--- src/rtl/if_fetch_unit.sv ---
`timescale 1ns/1ps
// if_fetch_unit: instruction fetch stage. Owns the PC, issues one read per
// cycle to instruction memory while there is room, buffers returned words in a
// DEPTH-entry FIFO of {pc, instruction}, and hands the head to the ID stage
// over a valid/ready handshake. A redirect flushes buffered and in-flight work.
//
// Ports:
//   i_clk             clock, all state on rising edge
//   i_rst             synchronous active-high reset
//   o_imem_req        read request this cycle
//   o_imem_addr       byte address of the request (current PC)
//   i_imem_rdata      read data, valid the cycle after o_imem_req
//   i_redirect        load i_redirect_target into the PC and flush
//   i_redirect_target new PC (bits [1:0] ignored)
//   i_id_ready        ID accepts the head this cycle
//   o_id_valid        FIFO head is valid
//   o_instructions    FIFO head instruction word
//   o_pc_out          PC of the FIFO head instruction
module if_fetch_unit #(
  parameter logic [31:0] RESET_PC = 32'h0000_0000,
  parameter int unsigned DEPTH    = 2
) (
  input  logic        i_clk,
  input  logic        i_rst,
  output logic        o_imem_req,
  output logic [31:0] o_imem_addr,
  input  logic [31:0] i_imem_rdata,
  input  logic        i_redirect,
  input  logic [31:0] i_redirect_target,
  input  logic        i_id_ready,
  output logic        o_id_valid,
  output logic [31:0] o_instructions,
  output logic [31:0] o_pc_out
);

  localparam int unsigned CW = $clog2(DEPTH + 1);
  localparam int unsigned OW = CW + 1;
  localparam int unsigned PW = (DEPTH > 1) ? $clog2(DEPTH) : 1;

  logic [31:0]   r_pc;
  logic [31:0]   r_req_addr;
  logic [CW-1:0] r_count;
  logic          r_inflight;
  logic          r_discard;
  logic [PW-1:0] r_wr_ptr;
  logic [PW-1:0] r_rd_ptr;
  logic [31:0]   r_fifo_pc    [DEPTH];
  logic [31:0]   r_fifo_instr [DEPTH];
  logic [31:0]   r_last_pc;
  logic [31:0]   r_last_instr;

  logic          w_pop;
  logic          w_push;
  logic          w_issue;
  logic [OW-1:0] w_occ_after_pop;
  logic          w_unused_tgt_lsb;

  // Pointers wrap at DEPTH, which need not be a power of two.
  function automatic logic [PW-1:0] ptr_inc(input logic [PW-1:0] p);
    return (p == PW'(DEPTH - 1)) ? '0 : p + PW'(1);
  endfunction

  assign w_unused_tgt_lsb = ^i_redirect_target[1:0];

  // Handshake and issue decisions; occupancy counts the in-flight word so the
  // FIFO can never overflow when it returns.
  assign o_id_valid      = (r_count != '0);
  assign w_pop           = o_id_valid & i_id_ready;
  assign w_push          = r_inflight & ~r_discard;
  assign w_occ_after_pop = OW'(r_count) + OW'(r_inflight) - OW'(w_pop);
  assign w_issue         = ~i_rst & ~i_redirect & (w_occ_after_pop < OW'(DEPTH));

  assign o_imem_req  = w_issue;
  assign o_imem_addr = r_pc;

  // When empty the outputs hold the last delivered word.
  assign o_instructions = o_id_valid ? r_fifo_instr[r_rd_ptr] : r_last_instr;
  assign o_pc_out       = o_id_valid ? r_fifo_pc[r_rd_ptr]    : r_last_pc;

  // PC, occupancy and pointer control.
  always_ff @(posedge i_clk) begin
    if (i_rst) begin
      r_pc         <= {RESET_PC[31:2], 2'b00};
      r_req_addr   <= '0;
      r_count      <= '0;
      r_inflight   <= 1'b0;
      r_discard    <= 1'b0;
      r_wr_ptr     <= '0;
      r_rd_ptr     <= '0;
      r_last_pc    <= '0;
      r_last_instr <= '0;
    end else begin
      if (w_pop) begin
        r_last_pc    <= r_fifo_pc[r_rd_ptr];
        r_last_instr <= r_fifo_instr[r_rd_ptr];
      end
      if (i_redirect) begin
        // A same-cycle pop counts as taken; everything else is flushed.
        r_pc       <= {i_redirect_target[31:2], 2'b00};
        r_count    <= '0;
        r_wr_ptr   <= '0;
        r_rd_ptr   <= '0;
        r_discard  <= r_inflight;
        r_inflight <= 1'b0;
      end else begin
        r_discard  <= 1'b0;
        r_inflight <= w_issue;
        if (w_issue) begin
          r_pc       <= r_pc + 32'd4;
          r_req_addr <= r_pc;
        end
        if (w_push) r_wr_ptr <= ptr_inc(r_wr_ptr);
        if (w_pop)  r_rd_ptr <= ptr_inc(r_rd_ptr);
        r_count <= r_count + CW'(w_push) - CW'(w_pop);
      end
    end
  end

  // FIFO storage; contents are only observed through valid entries.
  always_ff @(posedge i_clk) begin
    if (!i_rst && !i_redirect && w_push) begin
      r_fifo_pc[r_wr_ptr]    <= r_req_addr;
      r_fifo_instr[r_wr_ptr] <= i_imem_rdata;
    end
  end

endmodule

--- config.mk ---
export PLATFORM = sky130hd
export DESIGN_NAME = if_fetch_unit
export DESIGN_NICKNAME = d
export VERILOG_FILES = /design/src/rtl/if_fetch_unit.sv
export SDC_FILE = /design/constraint.sdc
export NUM_CORES = 1
export LEC_CHECK = 0
export CAP_MARGIN = 20
export CORE_MARGIN = 4
export CORE_UTILIZATION = 23
export CTS_BUF_LIST = sky130_fd_sc_hd__clkbuf_16
export DETAILED_ROUTE_END_ITERATION = 8
export GPL_TIMING_DRIVEN = 1
export PLACE_DENSITY = 0.51
export SYNTH_ARGS = -nofsm -noshare
export SYNTH_HDL_FRONTEND = slang
export SYNTH_SLANG_ARGS = --single-unit
--- constraint.sdc ---
create_clock -name i_clk -period 4.35 [get_ports i_clk]
set_clock_uncertainty 0.05 [all_clocks]
set_input_delay 0.87 -clock i_clk [delete_from_list [all_inputs] [get_ports i_clk]]
set_output_delay 0.87 -clock i_clk [all_outputs]
set_load 0.005 [all_outputs]
* Word level (Yosys, flattened, before mapping)
Memories as Yosys holds them, arrays and structs flattened. A register that Yosys moved wholly into a read port is not among the register bits.
Index checks and enable logic that the tools add are counted.
** Word-level totals
- Flip-flop bits (word level) :: 134
- Bits in writable memories :: 128
- Output and inout bits :: 98
- Memories :: 2
** Operators by class
- Add/subtract/negate cells :: 7
- Magnitude comparators :: 1
- Mux-type cells :: 12
- Bitwise operators :: 7
- Reductions and logical operators :: 9
** Memories
- r_fifo_instr :: words 2, bits a word 32, rd ports 1, clocked after memory_dff 1, wr ports 1, RTL line 48 : logic [31:0] r_fifo_instr [DEPTH];
- r_fifo_pc :: words 2, bits a word 32, rd ports 1, clocked after memory_dff 1, wr ports 1, RTL line 47 : logic [31:0] r_fifo_pc [DEPTH];
** Operators by type and width (count)
- $mux W32 :: 4
- $add A32 B3 Y32 const B :: 1
- $mux W1 :: 8
- $and A1 B1 Y1 :: 4
- $reduce_bool A2 Y1 :: 2
- $reduce_or A2 Y1 :: 2
- $add A2 B1 Y3 :: 1
- $lt A3 B2 Y1 const B :: 1
- $not A1 Y1 :: 3
- $sub A3 B1 Y3 :: 1
- $add A1 B1 Y1 const B :: 2
- $add A2 B1 Y2 :: 1
- $logic_and A1 B1 Y1 :: 2
- $logic_not A1 Y1 :: 2
- $reduce_and A2 Y1 :: 1
- $sub A2 B1 Y2 :: 1

* Logic depth before layout (Yosys ltp)
- Depth in word-level cells :: 7
- Mapped depth :: 10
- Gate-level depth less buffers :: 8

* Least setup slack after synthesis
OpenSTA, ideal clock, no wires.
- Kind :: input to register
- From :: input i_redirect
- To :: memory r_fifo_instr[0][0] (enable)
- Arrival time :: 3905 ps
- Data required time :: 3818 ps
- Slack :: -87 ps
- Stages :: 4
- Path buffers :: 1
- Path through :: clkbuf_1 -> nor2_1 -> nand2_1 -> nor2_1
** Between the ends
- Word-level cells in the longest chain between the ends :: 5
** Ends and longest elaborated chain
- start: declaration :: RTL line 28 : input logic i_redirect,
- $logic_not A1 Y1 :: RTL line 121 : if (!i_rst && !i_redirect && w_push) begin
- $logic_and A1 B1 Y1 (2 in series) :: RTL line 121
- $mux W1 :: RTL line 121
- $mux W1 (not written as such) :: RTL line 123 : r_fifo_instr[r_wr_ptr] <= i_imem_rdata;
- end: declaration :: RTL line 48
Every way passes these cells.

* Worst setup path in the final report
- From :: input i_id_ready
- To :: output o_imem_req
** Between the ends
- Word-level cells in the longest chain between the ends :: 4
** Ends and longest elaborated chain
- start: declaration :: RTL line 30 : input logic i_id_ready,
- $and A1 B1 Y1 :: RTL line 68 : assign w_pop = o_id_valid & i_id_ready;
- $sub A3 B1 Y3 :: RTL line 70 : assign w_occ_after_pop = OW'(r_count) + OW'(r_inflight) - OW'(w_pop);
- $lt A3 B2 Y1 :: RTL line 71 : assign w_issue = ~i_rst & ~i_redirect & (w_occ_after_pop < OW'(DEPTH));
- $and A1 B1 Y1 :: RTL line 71
- end: declaration :: RTL line 25 : output logic o_imem_req,
Every way passes these cells.

==> out/results.tsv <==
stage	metric	value	unit
setup_path	r2r-start	r_count[1]	
floorplanning	fp.dieH	220	um
clocking	postCtsResizedCells	0	
floorplanning	start_util	23.3	%
setup_path	reg2reg_depth	7	
timing	fmax	245	MHz
setup_path	crit_family	buffers and inverters	
drt	viasPerCell	4.49	
hold_path	hold_path.class	flop to flop	
timing	min_period	4080	ps
grt	grt_pass1_wl	43500	um
setup_path	critical_path.most_common_cell	clkdlybuf4s50_1	
layout	layout-area-overhead-vs-synth	31.2	%
timing	grt_setup_unrepaired	no	
setup_path	regToRegSetupSlack	1550	ps
synth	syn_area_per_cell	10.8	um^2
layout	n_antenna_cell	0	
synth	synth_cell_type_count	58	
placed_design	dp.cells	1653	
layout	multi_input_area	3710	um^2
power_and_ir_drop	swShare	23.9	%
synth	ys_ff_latch	253	
clocking	numClockSinks	253	
placed_design	io_buffers	159	
synth	yosysWarnings	0	
synth	syn_area	10300	um^2
synth	synth_edf_count	124	
power_and_ir_drop	p_leak	4.22	nW
timing	setup-violations-final	0	
synth	synth_area_leader_cell	edfxtp_1	
setup_path	end_kind	primary output	
drt	detail_route.wl_per_cell	16.6	um
clocking	post-cts-setup-buffers	0	
power_and_ir_drop	pwr-share-seq	46.0	%
hold_path	worst_hold_path.endpoint	r_fifo_pc[1][20]	
clocking	clock_latency	540	ps
grt	grt_max_degree	86	
floorplanning	die_w	220	um
synth	syn_inst	957	
setup_path	slowest_stage	clkdlybuf4s50_1	
layout	layoutNonFillerInstCount	1706	
power_and_ir_drop	intPower	4.39	mW
run_status	status	completed	
grt	antenna_found_initial	0	
synth	netlist.area_leader.share	36.0	%
timing	final.setup.tns	0	ps
timing	whs	405	ps
setup_path	crit_arrival	3160	ps
setup_path	critPathKind	input pin to primary output	
power_and_ir_drop	clkPwrFrac	42.6	%
hold_path	min-delay-start	r_req_addr[20]	
synth	async_flop_share	0	%
clocking	cts_buffer_depth	3	
setup_path	cp_data_required_time	3430	ps
drt	drt_wl_total	28300	um
setup_path	slowest_delay	650	ps
timing	hold_viol	0	
setup_path	r2r-end	o_imem_addr[24]	
grt	overflow	0	
drt	vias	7654	
drt	drc	0	
clocking	hold_buffers	0	
timing	fin_ws	268	ps
synth	synth_seq_area_share	61.0	%
clocking	cts_root_buf	clkbuf_16	
clocking	cts_tree	built	
synth	synthFlopType	dfxtp_1	
power_and_ir_drop	p_per_area	426	nW/um^2
timing	min_period_over_period	93.8	%
placed_design	place_congestion	0.759	
drt	first_iter_violations	498	
drt	ant_nets	0	
floorplanning	core_area	44300	um^2
placed_design	placedInstanceArea	12600	um^2
clocking	h-tree-depth	1	
layout	finalNetCount	1163	
grt	grt_pass1_vias	7335	
placed_design	hpwl	18400	um
job	drv_cap	0	
timing	slew_viol_final	0	
synth	synthTopCellsByArea	edfxtp_1 36%, dfxtp_1 25%, mux2i_1 6.0%, nor2_1 5.6%, a211oi_1 5.2%	
layout	nFillCells	4532	
power_and_ir_drop	p_switching	1.38	mW
setup_path	cp-start-kind	input pin	
grt	gr-usage-all-layers	11.4	%
layout	drive_above_1_share	7.18	%
power_and_ir_drop	ir_drop	0.227	mV
setup_path	cp_num_buf_inv	3	
floorplanning	die_area	48400	um^2
power_and_ir_drop	comb_power_share	11.3	%
hold_path	whs_path_depth	0	
floorplanning	fp-row-count	77	
clocking	cts_buffers	29	
setup_path	crit_chain	clkdlybuf4s50_1, xor2_1, nand2_1, fa_1, xnor2_2, nand3_1, inv_2, clkdlybuf4s50_1	
layout	final_cell_area	13600	um^2
floorplanning	io_pins	166	
layout	regArea	6310	um^2
timing	slew-limit-headroom	30.0	%
setup_path	crit_fanout	3	
clocking	clk_pin_slew	60	ps
timing	tightest_slew	1050	ps
drt	dr.pass1.iters	5	
placed_design	dpl_worst_slack	262	ps
[worst max path at each step]
stage	startpoint	end	slack (ps)	depth (start not counted)
6_report	i_id_ready	o_imem_req	270	8
5_1_grt	i_id_ready	o_imem_req	140	7
4_1_cts	i_id_ready	o_imem_req	250	8
3_5_place_dp	i_id_ready	o_imem_req	260	8
3_3_place_gp	i_id_ready	o_imem_req	230	8
2_1_floorplan	i_id_ready	o_imem_req	630	8
[layer usage]
layer / part of all wire (%) / global-route usage (%) / wire (um) / up-vias
li1: - / - / - / 3771
met1: 47 / 16.3 / 13400 / 3619
met2: 44 / 17.4 / 12500 / 220
met3: 6.4 / 2.32 / 1800 / 44
met4: 2.1 / 3.06 / 608 / 0
met5: 0 / 0 / 0 / -
[power groups by stage]
| stage | sequential [mW] | combinational, mW | clock, mW |
|---|---|---|---|
| 5_1_grt | 2.67 | 0.727 | 2.65 |
| 4_1_cts | 2.66 | 0.668 | 2.55 |
| 3_3_place_gp | 2.71 | 0.658 | 0 |
| 3_5_place_dp | 2.71 | 0.664 | 0 |
| 6_report | 2.66 | 0.653 | 2.46 |
| 2_1_floorplan | 2.67 | 0.310 | 0 |
[flip-flops by register name, indices dropped and copies added, names as in the netlist, named ones only]
| signal | flops |
|---|---|
| r_inflight | 1 |
| r_count | 2 |
| r_rd_ptr | 1 |
| r_fifo_pc | 60 |
| r_wr_ptr | 1 |
| r_fifo_instr | 64 |
| r_last_pc | 30 |
| r_discard | 1 |
| r_last_instr | 32 |
| r_req_addr | 30 |
| o_imem_addr | 30 |
[cell usage in the layout (no fill, tap or decap), types with 3 or more instances in the layout]
cell type / n
clkdlybuf4s50_1: 158
nor2_1: 153
dfxtp_1: 128
edfxtp_1: 124
a21oi_1: 92
nand2_1: 86
a211oi_1: 71
mux2i_1: 62
clkbuf_16: 30
nand3_1: 19
nand4_1: 12
buf_4: 12
or4_1: 10
inv_1: 10
xor2_1: 9
and2_1: 8
nor3_1: 8
a31oi_1: 7
a311oi_1: 7
xnor2_1: 6
o211ai_1: 6
buf_12: 6
o31ai_1: 5
nor4_1: 5
clkinv_2: 5
clkinv_1: 5
and4_1: 4
or3_1: 4
conb_1: 4
bufinv_16: 4
clkinvlp_4: 4
nor2b_1: 3
[area by class of cell]
| type | instances | share of cell area (%) |
|---|---|---|
| flip-flops and latches | 253 | 46.6 |
| multi-input cells | 624 | 27.4 |
| repair buffers | 176 | 13.2 |
| clock buffers | 30 | 5.54 |
| well taps | 592 | 5.47 |
| clock inverters | 23 | 1.59 |
| inverters | 8 | 0.222 |
[cell families after synthesis]
logic type | count (synthesis) | share of synthesized area, %
XOR/XNOR | 16 | 1.43
buffers and inverters | 83 | 3.28
other | 1 | 0.0363
AO/OA/AOI/OAI | 207 | 13.0
multiplexers | 62 | 6.01
flip-flops | 253 | 61.0
adder cells (fa/ha/maj) | 3 | 0.436
AND/OR/NAND/NOR | 332 | 14.8
[synth_stat cells, drive strengths merged, types with 7 or more instances]
library cell and instances:
inv 8, a311oi 7, dfxtp 129, and2 9, xnor2 7, nand2 86
nor3 8, nor2 154, a21oi 92, xor2 9, mux2i 62, nand3 19
edfxtp 124, nand4 15, a211oi 71, or4 12, buf 21, clkbuf 54
a31oi 7
[stage by stage]
step | power [mW] | utilization (%)
floorplan | 2.98 | -
global placement | 3.37 | 28.4
detailed placement | 3.37 | 28.4
CTS | 5.88 | 30.6
global route | 6.04 | 30.6
finish | 5.77 | 30.6
No activity file was read; power rests on OpenSTA's default activity.
